[src/rtl/cpu_run_pkg.sv]
// Shared types and constants for the CPU run controller.
package cpu_run_pkg;

  localparam int STATE_W = 2;

  typedef enum logic [STATE_W-1:0] {
    ST_HOLD    = 2'd0,
    ST_RUN     = 2'd1,
    ST_DONE    = 2'd2,
    ST_TIMEOUT = 2'd3
  } run_state_e;

endpackage

[src/rtl/core_halt_det.sv]
// Per-core halt detector: sticky halt flag set by an explicit halt strobe
// or by the PC staying unchanged for STALL_LIMIT consecutive enabled cycles.
module core_halt_det #(
  parameter int PC_W        = 32,
  parameter int STALL_LIMIT = 4
) (
  input  logic            clk,
  input  logic            rst,
  input  logic            clr,
  input  logic            en,
  input  logic [PC_W-1:0] pc,
  input  logic            halt,
  output logic            halted
);

  localparam int                 STALL_W   = $clog2(STALL_LIMIT + 1);
  localparam logic [STALL_W-1:0] STALL_MAX = STALL_W'(STALL_LIMIT);
  localparam logic [STALL_W-1:0] STALL_ONE = STALL_W'(1);

  logic [PC_W-1:0]    last_pc_q,   last_pc_d;
  logic [STALL_W-1:0] stall_cnt_q, stall_cnt_d;
  logic               pc_valid_q,  pc_valid_d;
  logic               halted_q,    halted_d;

  // Next-state: clear on restart, otherwise track the PC while enabled.
  always_comb begin
    last_pc_d   = last_pc_q;
    stall_cnt_d = stall_cnt_q;
    pc_valid_d  = pc_valid_q;
    halted_d    = halted_q;
    if (clr) begin
      last_pc_d   = '0;
      stall_cnt_d = '0;
      pc_valid_d  = 1'b0;
      halted_d    = 1'b0;
    end else if (en) begin
      last_pc_d  = pc;
      pc_valid_d = 1'b1;
      if (halt) begin
        halted_d = 1'b1;
      end else if (pc_valid_q && (pc == last_pc_q)) begin
        // Saturating stall count; the flag sets on reaching the limit.
        if (stall_cnt_q != STALL_MAX) begin
          stall_cnt_d = stall_cnt_q + STALL_ONE;
        end else begin
          stall_cnt_d = stall_cnt_q;
        end
        if (stall_cnt_d == STALL_MAX) begin
          halted_d = 1'b1;
        end else begin
          halted_d = halted_q;
        end
      end else begin
        stall_cnt_d = '0;
      end
    end else begin
      // Outside RUN the detector is frozen.
      halted_d = halted_q;
    end
  end

  // State registers with asynchronous reset.
  always_ff @(posedge clk or posedge rst) begin
    if (rst) begin
      last_pc_q   <= '0;
      stall_cnt_q <= '0;
      pc_valid_q  <= 1'b0;
      halted_q    <= 1'b0;
    end else begin
      last_pc_q   <= last_pc_d;
      stall_cnt_q <= stall_cnt_d;
      pc_valid_q  <= pc_valid_d;
      halted_q    <= halted_d;
    end
  end

  assign halted = halted_q;

endmodule

[src/rtl/cpu_run_ctrl.sv]
// Run controller: holds the cores in reset for RST_CYCLES edges, counts run
// cycles, and ends the run with DONE (all cores halted) or TIMEOUT (budget).
module cpu_run_ctrl
  import cpu_run_pkg::*;
#(
  parameter  int NUM_CORES   = 1,
  parameter  int PC_W        = 32,
  parameter  int RST_CYCLES  = 2,
  parameter  int MAX_CYCLES  = 1000,
  parameter  int STALL_LIMIT = 4,
  localparam int CNT_W       = $clog2(MAX_CYCLES + 1)
) (
  input  logic                      clk,
  input  logic                      rst,
  input  logic [NUM_CORES*PC_W-1:0] pc_i,
  input  logic [NUM_CORES-1:0]      halt_i,
  input  logic                      restart_i,
  output logic                      core_rst_o,
  output logic [CNT_W-1:0]          cycle_cnt_o,
  output logic [NUM_CORES-1:0]      halted_o,
  output logic                      done_o,
  output logic                      timeout_o,
  output logic [STATE_W-1:0]        state_o
);

  localparam int                HOLD_W    = $clog2(RST_CYCLES + 1);
  localparam logic [HOLD_W-1:0] HOLD_LAST = HOLD_W'(RST_CYCLES - 1);
  localparam logic [HOLD_W-1:0] HOLD_ONE  = HOLD_W'(1);
  localparam logic [CNT_W-1:0]  CNT_MAX   = CNT_W'(MAX_CYCLES);
  localparam logic [CNT_W-1:0]  CNT_LAST  = CNT_W'(MAX_CYCLES - 1);
  localparam logic [CNT_W-1:0]  CNT_ONE   = CNT_W'(1);

  run_state_e           state_q,     state_d;
  logic [HOLD_W-1:0]    hold_cnt_q,  hold_cnt_d;
  logic                 core_rst_q,  core_rst_d;
  logic [CNT_W-1:0]     cycle_cnt_q, cycle_cnt_d;
  logic                 done_q,      done_d;
  logic                 timeout_q,   timeout_d;

  logic [NUM_CORES-1:0] halted_s;
  logic                 all_halted_s;
  logic                 det_en_s;
  logic                 det_clr_s;
  logic                 finished_s;

  assign finished_s   = (state_q == ST_DONE) || (state_q == ST_TIMEOUT);
  assign det_en_s     = (state_q == ST_RUN);
  assign det_clr_s    = finished_s && restart_i;
  assign all_halted_s = &halted_s;

  for (genvar k = 0; k < NUM_CORES; k++) begin : g_det
    core_halt_det #(
      .PC_W        (PC_W),
      .STALL_LIMIT (STALL_LIMIT)
    ) u_det (
      .clk    (clk),
      .rst    (rst),
      .clr    (det_clr_s),
      .en     (det_en_s),
      .pc     (pc_i[k*PC_W +: PC_W]),
      .halt   (halt_i[k]),
      .halted (halted_s[k])
    );
  end

  // FSM next-state: reset hold, run counting, and terminal observation.
  always_comb begin
    state_d     = state_q;
    hold_cnt_d  = hold_cnt_q;
    core_rst_d  = core_rst_q;
    cycle_cnt_d = cycle_cnt_q;
    done_d      = done_q;
    timeout_d   = timeout_q;
    case (state_q)
      ST_HOLD: begin
        if (hold_cnt_q == HOLD_LAST) begin
          state_d    = ST_RUN;
          core_rst_d = 1'b0;
          hold_cnt_d = '0;
        end else begin
          hold_cnt_d = hold_cnt_q + HOLD_ONE;
        end
      end
      ST_RUN: begin
        // All-halted is checked first so it wins a tie with the budget.
        if (all_halted_s) begin
          state_d = ST_DONE;
          done_d  = 1'b1;
        end else if (cycle_cnt_q == CNT_LAST) begin
          state_d     = ST_TIMEOUT;
          timeout_d   = 1'b1;
          cycle_cnt_d = CNT_MAX;
        end else begin
          cycle_cnt_d = cycle_cnt_q + CNT_ONE;
        end
      end
      ST_DONE, ST_TIMEOUT: begin
        if (restart_i) begin
          state_d     = ST_HOLD;
          core_rst_d  = 1'b1;
          hold_cnt_d  = '0;
          cycle_cnt_d = '0;
          done_d      = 1'b0;
          timeout_d   = 1'b0;
        end else begin
          state_d = state_q;
        end
      end
      default: begin
        state_d    = ST_HOLD;
        core_rst_d = 1'b1;
        hold_cnt_d = '0;
      end
    endcase
  end

  // FSM and counter registers with asynchronous reset.
  always_ff @(posedge clk or posedge rst) begin
    if (rst) begin
      state_q     <= ST_HOLD;
      hold_cnt_q  <= '0;
      core_rst_q  <= 1'b1;
      cycle_cnt_q <= '0;
      done_q      <= 1'b0;
      timeout_q   <= 1'b0;
    end else begin
      state_q     <= state_d;
      hold_cnt_q  <= hold_cnt_d;
      core_rst_q  <= core_rst_d;
      cycle_cnt_q <= cycle_cnt_d;
      done_q      <= done_d;
      timeout_q   <= timeout_d;
    end
  end

  assign core_rst_o  = core_rst_q;
  assign cycle_cnt_o = cycle_cnt_q;
  assign halted_o    = halted_s;
  assign done_o      = done_q;
  assign timeout_o   = timeout_q;
  assign state_o     = state_q;

endmodule
[config.mk]
export PLATFORM = sky130hd
export DESIGN_NAME = cpu_run_ctrl
export DESIGN_NICKNAME = d
export VERILOG_FILES = /design/src/rtl/cpu_run_pkg.sv /design/src/rtl/core_halt_det.sv /design/src/rtl/cpu_run_ctrl.sv
export SDC_FILE = /design/constraint.sdc
export NUM_CORES = 1
export LEC_CHECK = 0
export CORE_ASPECT_RATIO = 2
export CORE_MARGIN = 2
export CORE_UTILIZATION = 45
export DETAILED_ROUTE_END_ITERATION = 8
export PLACE_DENSITY_LB_ADDON = 0.2
export SYNTH_ARGS = -nofsm -noshare
export SYNTH_HDL_FRONTEND = slang
export SYNTH_SLANG_ARGS = --single-unit
[constraint.sdc]
create_clock -name clk -period 2.1 [get_ports clk]
set_clock_uncertainty 0.1 [all_clocks]
set_input_delay 0.63 -clock clk [delete_from_list [all_inputs] [get_ports clk]]
set_output_delay 0.63 -clock clk [all_outputs]
set_load 0.01 [all_outputs]
Word-level counts from Yosys, hierarchy flattened
Index checks and enable logic that the tools add are counted.

word-level totals
  input port bits = 36
  register bits after elaboration = 54
  word-level logic and storage cells = 84
  output and inout bits = 16

operators by class
  mux-type cells = 38
  equal/unequal tests = 15
  reductions and logical operators = 18
  add/sub/neg operators = 3

operators with widths
  kind                                                                      number
  32-bit 2-to-1 mux                                                         2
  32-bit equality test                                                      1
  10-bit 2-to-1 mux                                                         3
  3-bit 2-to-1 mux                                                          9
  10-bit one-hot mux with 2 select lines                                    1
  3-bit AND reduction                                                       5
  1-bit 2-to-1 mux                                                          13
  10-bit by 1-bit adder with 10-bit output (second input constant)          1
  10-bit equality test (second input constant)                              1
  2-bit 2-to-1 mux                                                          5
  2-bit by 1-bit inequality test with 1-bit output (second input constant)  3
  2-bit inequality test (second input constant)                             3
  1-bit one-hot mux with 2 select lines                                     3
  2-bit one-hot mux with 3 select lines                                     1
  2-bit nonzero test                                                        3
  3-bit nonzero test                                                        2
  2-bit by 1-bit equality test with 1-bit output (second input constant)    2
  2-bit equality test (second input constant)                               2
  2-bit one-hot mux with 2 select lines                                     1
  2-bit AND reduction                                                       2
  4-bit AND reduction                                                       1
  3-bit by 1-bit adder with 3-bit output (second input constant)            1
  3-bit equality test (second input constant)                               1
  3-bit by 1-bit inequality test with 1-bit output (second input constant)  1
  6 further kinds                                                           7

Depth between registers and ports, before layout
  depth in word-level cells = 12
  depth in mapped cells = 7

Hierarchy
A second synthesis with hierarchy kept.

unflattened totals
  cells, all modules = 278
  area total of the unflattened synthesis = 2,847.7 sq um

modules (own cells, without submodules)
  module         cells an instance  times used  sequential area each (sq um)  area each (sq um)
  core_halt_det  190                1           925.9                         1,975.6
  cpu_run_ctrl   88                 1           426.7                         872.1

Worst setup path before layout
Ideal clock, no wire load.

  path type = input-to-reg
  start = input pc_i[6]
  end = register g_det[0].u_det.stall_cnt_q[0]
  arrival time = 2.161 ns
  stages = 6
  slack = -0.237 ns
  setup time = 0.076 ns
  path through = xor2_1 -> or4_1 -> or4_4 -> nor4_4 -> a31oi_1 -> o21ai_1

between the ends
  longest elaborated chain between the ends = 6

RTL lines
  item                  line                 RTL
  start, declared       cpu_run_ctrl.sv:15   input logic [NUM_CORES*PC_W-1:0] pc_i,
  32-bit equality test  core_halt_det.sv:41  end else if (pc_valid_q && (pc == last_pc_q)) begin
  1-bit logical AND     core_halt_det.sv:41
  3-bit 2-to-1 mux      core_halt_det.sv:41
  3-bit 2-to-1 mux      core_halt_det.sv:39  if (halt) begin
  3-bit 2-to-1 mux      core_halt_det.sv:36  end else if (en) begin
  3-bit 2-to-1 mux      core_halt_det.sv:31  if (clr) begin
  end signal, assigned  core_halt_det.sv:71  stall_cnt_q <= stall_cnt_d;
  end, declared         core_halt_det.sv:21  logic [STALL_W-1:0] stall_cnt_q, stall_cnt_d;

Every way passes these cells. The select of a mux whose other input is x is not followed.
A chain may end at the register's enable or synchronous reset.

Worst setup path in the final report
  start = input pc_i[19]
  end = register g_det[0].u_det.stall_cnt_q[0]

Same word-level chain as after synthesis.

==> results.ini <==
[critical_path]
cp-startpoint=pc_i[19]
criticalPathCategory=input port to flip-flop
cp_num_buf_inv=2
endpoint_kind=flip-flop
rr_startpoint=g_det[0].u_det.last_pc_q[19]
path_delay_family=simple AND/OR/NAND/NOR gates
critPathArrivalTime_ps=2400
worst_path_max_delay_cell=or4_4
startpoint_type=input port
cp_max_fo=3
crit_top_cell=or4_4
required_ps=2220
worstPathCellList=buf_8 -> xor2_2 -> or4_4 -> or4_4 -> nor4_4 -> buf_4 -> nand3_2 -> o21ai_1
slowest_delay_ps=550

[synthesis]
netlist_instances=262
netlist_area_um2=2750
synth_top_area_share_pct=48.3
ys_async_sr_fraction_pct=100
yosysWarningCount=0
synth-seq-cells=54
synth_top_cell_by_area=dfrtp_1
syn_avg_cell_area_um2=10.5
netlist_top_cells_area=dfrtp_1, a22o_1, xor2_1
synth_nets=301
synth_edf_count=0
yosysSeqAreaShare_pct=49.2
ys_types=44
synth_flop_cell=dfrtp_1

[sta]
worst_pin_slew_ps=491
timing.fmax_mhz=439
finalSetupViolCount=3
slew_viol_final=0
rsz0062_at_grt=yes
finalCritPeriodShare_pct=108
tns_ps=-525
fin_ws_ps=-178
min_period_ps=2280
holdWs_ps=378
hold_viol_final=0
max_slew_margin_pct=67.0

[die]
io_pins=52
initial_utilization_pct=46.1
die_y_um=114
fp-row-count=40
dieArea_um2=6780
die_w_um=59.2
core_area_um2=5960

[placement]
dp_hpwl_um=4940
place_inst=397
routabilityCongestion=0.770
port_buffers=51

[layout]
nNetsFinal=383
final_util_pct=66.0
fin_cells=408
area_growth_syn_to_layout_pct=43.1
layout_common_cells=dfrtp_1, buf_4, a22o_1
drive_gt1_share_pct=24.9
antennaDiodeCount=0
mostFrequentLayoutCell=dfrtp_1

[global_routing]
grt_pass1_vias=2437
grt_antenna_before_repair=0
grt_pass1_wl_um=11600
grtUsageTotal_pct=22.8
grt_max_degree=48
overflow=0

[routing]
wl_per_cell_um=17.8
vias=2395
drt-vias-per-instance=5.87
wl_um=7250
drtIter0Drc=78
dr.pass1.iters=5
drc=0
ant_nets=0

[run_status]
status=finished with violations
failed_checks=setup timing

[job]
maxCapViolCount=0

[clock_network]
cts_buffer_depth=2
cts_root_buffer=clkbuf_16
cts.sinks=54
cts_tree=yes
worstSkewPairLatency_ps=290
htreeDepth=2
numCtsBuffers=5
path_clk_slew_ps=70

[pwr]
power_w=0.00468
ir_drop_mv=0.949
powerDensity_nw_per_um2=1190
leakagePower_nw=1.84

[min_path]
min_path_type=flip-flop to flip-flop
min-delay-start=hold_cnt_q[1]

## cell usage after synthesis, types with 3 or more instances
cell	number
nand2b_1	7
xor2_1	23
a21oi_1	8
o22ai_1	3
nor2b_1	13
xnor2_1	4
a22o_1	30
nor4_1	7
and4_1	3
dfrtp_1	53
nand3_1	9
ha_1	3
o21ai_1	3
inv_1	8
nor3_1	9
nand4_1	3
nor2_1	13
o21ai_0	8
clkbuf_1	8
nand2_1	14
and3_1	3
## metal layers
layer | vias up | GRT usage (%) | part of all wire, %
li1 | 1128 | - | -
met1 | 1169 | 24.1 | 37
met2 | 72 | 39.9 | 54
met3 | 26 | 4.97 | 4.1
met4 | 0 | 12.6 | 4.8
met5 | - | 0 | 0
## per-stage QoR
step	cell area [µm²]	setup WS, ps
after global routing	3930	-279
after detailed placement	3560	-890
after global placement	3560	-827
after floorplan	2750	-237
final	3930	-178
after CTS	3830	-399
## what timing repair did
item,CTS,global route
pin swaps,22,19
gates resized for setup,65,27
hold buffers,0,0
buffers inserted,2,1
setup endpoints to repair,5,9
## state kept, by name, summed over array words and instances (netlist names)
name / cells
hold_cnt_q: 2
timeout_o: 1
cycle_cnt_o: 10
g_det.u_det.stall_cnt_q: 3
g_det.u_det.pc_valid_q: 1
done_o: 1
core_rst_o: 1
g_det.u_det.halted: 1
g_det.u_det.last_pc_q: 32
state_o: 2
## cells by family after synthesis
family          count (synthesis)  share of synthesized area (%)
compound gates                 66                           18.0
fa+ha+maj                       3                           1.37
flops                          54                           49.2
buf+inv                        17                           2.32
simple gates                   95                           20.5
xor+xnor                       27                           8.61
## final cells by class
cell class | count | area (µm²)
clock buffer | 7 | 143
clock inverter | 1 | 30.0
fill | 476 | 2030
inverter | 8 | 30.0
multi-input combinational | 191 | 1530
sequential | 54 | 1360
tap | 63 | 78.8
timing repair buffer | 84 | 758
## power by group
| part | switching (W) | leakage [nW] | internal, W |
|---|---|---|---|
| registers | 0.000330 | 0.699 | 0.00140 |
| clock network | 0.000354 | 0.0841 | 0.000596 |
| logic | 0.000972 | 1.05 | 0.00103 |
## final timing paths
kind                                            endpoint  depth (start not counted)  slack (ps)
max                        g_det[0].u_det.stall_cnt_q[0]                          8        -180
min                                           state_o[0]                          1         380
max in group asynchronous                 cycle_cnt_o[6]                          3         940
min reg2reg                                   state_o[0]                          1         380
min in group asynchronous   g_det[0].u_det.last_pc_q[24]                          2         460
max reg2reg                g_det[0].u_det.stall_cnt_q[0]                          7        -140
Power figures use the tool's default switching activity.
